<file path="src/rtl/seq_match_pkg.sv">
// seq_match_pkg: shared state encoding and width helper for the sequence matcher
package seq_match_pkg;
    typedef enum logic [1:0] {MATCH, FOUND, HALT} state_e;
    function automatic int part_w(input int n);
        return $clog2(n + 1);
    endfunction
endpackage

</file>
<file path="src/rtl/seq_match_ctrl_sat_counter.sv">
// sat_counter: up-counter that sticks at all-ones
// ports: clock, reset (sync, active-high), inc (count enable), q (count value)
module sat_counter #(
    parameter int W = 8
) (
    input  logic         clock,
    input  logic         reset,
    input  logic         inc,
    output logic [W-1:0] q
);
    always_ff @(posedge clock)
        if (reset) q <= '0;
        else if (inc && !(&q)) q <= q + 1'b1;
endmodule

</file>
<file path="src/rtl/seq_match_ctrl.sv">
// seq_match_ctrl: tracks progress through a NUM_PARTS-token sequence and flags/counts matches
// ports: clock, reset (sync, active-high); read/valid/first_hit token strobe and compare results;
//        stop (abort to HALT), clear (soft restart); which_part (expected part, 0 outside MATCH),
//        find (match found), halted (stopped), match_count (saturating completed matches)
module seq_match_ctrl
    import seq_match_pkg::*;
#(
    parameter  int NUM_PARTS = 4,
    parameter  int STICKY    = 1,
    parameter  int CNT_W     = 8,
    localparam int PART_W    = part_w(NUM_PARTS)
) (
    input  logic              clock,
    input  logic              reset,
    input  logic              read,
    input  logic              valid,
    input  logic              first_hit,
    input  logic              stop,
    input  logic              clear,
    output logic [PART_W-1:0] which_part,
    output logic              find,
    output logic              halted,
    output logic [CNT_W-1:0]  match_count
);
    localparam logic [PART_W-1:0] ONE  = PART_W'(1);
    localparam logic [PART_W-1:0] TWO  = PART_W'(2);
    localparam logic [PART_W-1:0] LAST = PART_W'(NUM_PARTS);
    state_e            state_q, state_d;
    logic [PART_W-1:0] part_q, part_d;
    logic              inc;
    always_ff @(posedge clock)
        if (reset) begin
            state_q <= MATCH;
            part_q  <= ONE;
        end else begin
            state_q <= state_d;
            part_q  <= part_d;
        end
    always_comb begin
        state_d = state_q;
        part_d  = part_q;
        inc     = 1'b0;
        if (stop) begin
            state_d = HALT;
            part_d  = ONE;
        end else if (clear) begin
            state_d = MATCH;
            part_d  = ONE;
        end else if (state_q == MATCH && read) begin
            if (valid && part_q == LAST) begin
                state_d = FOUND;
                part_d  = ONE;
                inc     = 1'b1;
            end else
                part_d = valid ? part_q + ONE : (first_hit ? TWO : ONE);
        end else if (state_q == FOUND && STICKY == 0) begin
            // pulse mode: the FOUND cycle's read is judged against part 1
            state_d = MATCH;
            part_d  = (read && valid) ? TWO : ONE;
        end
    end
    assign which_part = (state_q == MATCH) ? part_q : '0;
    assign find       = (state_q == FOUND);
    assign halted     = (state_q == HALT);
    sat_counter #(.W(CNT_W)) u_cnt (
        .clock(clock),
        .reset(reset),
        .inc  (inc),
        .q    (match_count)
    );
endmodule

</file>
<file path="config.mk">
export PLATFORM = sky130hd
export DESIGN_NAME = seq_match_ctrl
export DESIGN_NICKNAME = d
export VERILOG_FILES = /design/src/rtl/seq_match_pkg.sv /design/src/rtl/seq_match_ctrl_sat_counter.sv /design/src/rtl/seq_match_ctrl.sv
export SDC_FILE = /design/constraint.sdc
export NUM_CORES = 1
export LEC_CHECK = 0
export CAP_MARGIN = 20
export CELL_PAD_IN_SITES_DETAIL_PLACEMENT = 1
export CELL_PAD_IN_SITES_GLOBAL_PLACEMENT = 2
export CORE_MARGIN = 5
export CORE_UTILIZATION = 23
export CTS_CLUSTER_SIZE = 12
export DETAILED_ROUTE_END_ITERATION = 12
export GPL_TIMING_DRIVEN = 0
export PLACE_DENSITY = 0.78
export REMOVE_ABC_BUFFERS = 1
export SETUP_SLACK_MARGIN = 0.2
export SLEW_MARGIN = 20
export SYNTH_ARGS = -nofsm -noshare
export SYNTH_HDL_FRONTEND = slang
export SYNTH_SLANG_ARGS = --single-unit
</file>
<file path="constraint.sdc">
create_clock -name clock -period 1.55 [get_ports clock]
set_input_delay 0.155 -clock clock [delete_from_list [all_inputs] [get_ports clock]]
set_output_delay 0.155 -clock clock [all_outputs]
set_load 0.01 [all_outputs]
</file>
==> results by group <==
Status
  • Status: finished with violations
  • Failing checks: negative setup slack

STA
  • Final setup fails: 4
  • Max-Slew Margin vs Limit: 0.725
  • RSZ-0062 raised after global routing: yes
  • Post-layout min period: 1.61 ns
  • Setup ws final: -0.0619 ns
  • Least-Margin Pin Slew: 0.411 ns
  • Setup TNS: -0.201 ns
  • Pins Over Slew Limit: 0
  • Clk_skew: ~0.0028 ns
  • Max frequency: 620 MHz
  • Final Hold Fails: 0
  • Final period util: 1.04

Placed design
  • Area post-placement: between 900 and 1000 sq um
  • Pre-CTS WS: -0.400 ns
  • Placer Congestion: a little under 0.7
  • HPWL after detailed placement: 1380 um
  • Post-placement cell count: 130
  • Buffers on Ports: 19

Detailed routing
  • M1 WL: 942 um
  • Drt wl/cell: ~15 um
  • TritonRoute pass-1 iters: 3
  • Post-route antenna net violation count: 0
  • DRT iter0 DRCs: 21
  • Post-route DRC: 0
  • Max Used Layer: met4
  • Wire length on met3: approximately 74 um
  • Drt total wl: around 2100 um
  • Via count: about 720
  • WL met2: 1060 um
  • Vias per cell: slightly above 5

Final layout
  • Antenna cell count: 0
  • Final Instance Count excl. Fillers: 142
  • Area growth, synth to finish: 51.8%
  • Nets: 120
  • Fillers: 355
  • Final instance area: around 1100 sq um
  • Layout cell share with drive strength beyond 1: 0.321

Setup path
  • Crit Path Class: reg2reg
  • CP endpoint kind: flop
  • Setup crit start kind: flop
  • Critical Path Source: part_q[0]$_SDFFE_PP1N_
  • Worst EP arrival: roughly 1.8 ns
  • Critical Path Fanout Max: 5
  • FF-to-FF Start: part_q[0]$_SDFFE_PP1N_
  • CP required: roughly 1.8 ns

Global route
  • Initial antenna violation count: 0
  • Largest net degree at the start of global routing: 11
  • Global-route wire length before repair: around 3400 um
  • GRT Total Usage: 0.105
  • Overflow after GRT: 0
  • Via count of the first global-routing pass: around 770

Yosys
  • Ys Warns: 0
  • Post-synth EDFFs: 0
  • Most common cell in the synthesized netlist: dfxtp_1
  • Mean post-synth cell area: 8.70 sq um
  • Synth Flop Type: dfxtp_1
  • Yosys top cell area share: 0.374
  • Async set-reset flop share out of synthesis: 0
  • Synth top area cells: dfxtp_1 (37%), a21oi_1 (5.8%), ha_1 (5.4%), o21ai_0 (4.3%), and4bb_2 (3.6%)
  • Post-synthesis instance total: 80
  • Mapped cell area: 696 sq um
  • Sequential fraction of the synthesis area: 0.374
  • Register bit count reported by yosys: 13
  • Post-synth top cells: dfxtp_1 (13), a21oi_1 (8), nor2_1 (6), o21ai_0 (6)
  • Dominant cell type by area after synthesis: dfxtp_1
  • Synth cell types: 26

Floorplanning
  • # IOs: 20
  • Num rows: 20
  • Initial Util: 0.234
  • Die Height: approximately 65 um
  • Die width: roughly 65 um
  • Core area: 2980 sq um
  • DIE AREA: approximately 4200 sq um

Clock network
  • # H-tree levels: 1
  • CTS buffer count: 3
  • Max clock buf depth: 2
  • Worst-path clk slew: roughly 0.080 ns
  • CTS tree: yes
  • Clk sinks: 13
  • Clk Latency, worst-skew pair: ~0.28 ns
  • Root Driver: clkbuf_4

Run
  • Maxcap violations: 0

Worst hold path
  • Hold crit path type: in2reg
  • Hold Crit Start: stop

Power and ir drop
  • Leakage: 0.471 nW
  • VDD IR max: 0.299 mV
  • PD cells: between 500 and 600 nW/um^2
cells by family (layout without fill, tap and decap cells):
kind of cell	Yosys count	count (layout)	synth area share
xor+xnor	1	1	0.0126
buf+inv	6	34	0.0432
flops	13	13	0.374
mux	1	1	0.0144
simple gates	34	34	0.300
compound gates	22	23	0.201
fa+ha+maj	3	3	0.0540
cell type report:
class                      count  area (sq um)  share of cell area
multi-input combinational     62           458               0.434
tap                           33          41.3              0.0391
timing repair buffer          26           238               0.225
inverter                       4          15.0              0.0142
sequential                    13           278               0.263
clock buffer                   4          26.3              0.0249
flip-flops by register name, summed over array words and instances, names as in the netlist:
register / cells
part_q: 3
state_q: 2
u_cnt.q: 8
metrics by stage:
step                      utilization  power (mW)  hold WS, ns
after floorplan                     -       0.372        0.224
after global placement          0.306       0.406        0.492
after detailed placement        0.306       0.408        0.511
after CTS                       0.350       0.628        0.522
after global routing            0.355       0.644        0.556
final                           0.355       0.613        0.516
critical path, cell delays in order (launching register included):
cell	delay [ns]
dfxtp_2	0.33
inv_2	0.07
ha_4	0.13
and4bb_2	0.28
o211ai_4	0.10
or4_1	0.48
a21oi_1	0.14
per-layer routing:
layer / vias to the layer above / track usage
li1: 355 / -
met1: 340 / 0.122
met2: 19 / 0.188
met3: 2 / 0.0208
met4: 0 / 0.0396
met5: - / 0
final timing paths:
kind,to,slack [ns],cells after the start
max,u_cnt.q[7]$_SDFFE_PP0P_,-0.06,6
min,state_q[1]$_SDFFE_PP0P_,0.52,3
max reg2reg,u_cnt.q[7]$_SDFFE_PP0P_,-0.06,6
min reg2reg,u_cnt.q[6]$_SDFFE_PP0P_,0.52,2
report_power, final:
group | switching, mW | internal (mW)
clock | 0.110 | 0.0999
combinational | 0.0297 | 0.0354
sequential | 0.00378 | 0.334
placed cells by master (no fill, tap or decap), types with 2 or more instances in the layout:
cell             count
a21oi_1              7
a31oi_1              3
and2_1               2
and2b_2              2
buf_4                7
clkbuf_4             3
clkdlybuf4s50_1      6
dfxtp_1              3
dfxtp_2              8
dfxtp_4              2
dlygate4sd2_1        8
dlymetal6s2s_1       4
ha_4                 2
inv_1                2
inv_2                2
nand2_1              4
nand3_1              3
nor2_1               5
nor2b_1              2
nor3_1               3
o21ai_0              6
o31ai_1              3
or3_1                3
or4_1                3
repair_timing:
action,4_1_cts,5_1_grt
gates resized for setup,27,10
buffers inserted,7,0
pin swaps,9,3
hold buffers,0,0
endpoints found under the setup margin,21,14
gates cloned,1,0
Power figures use the tool's default switching activity.
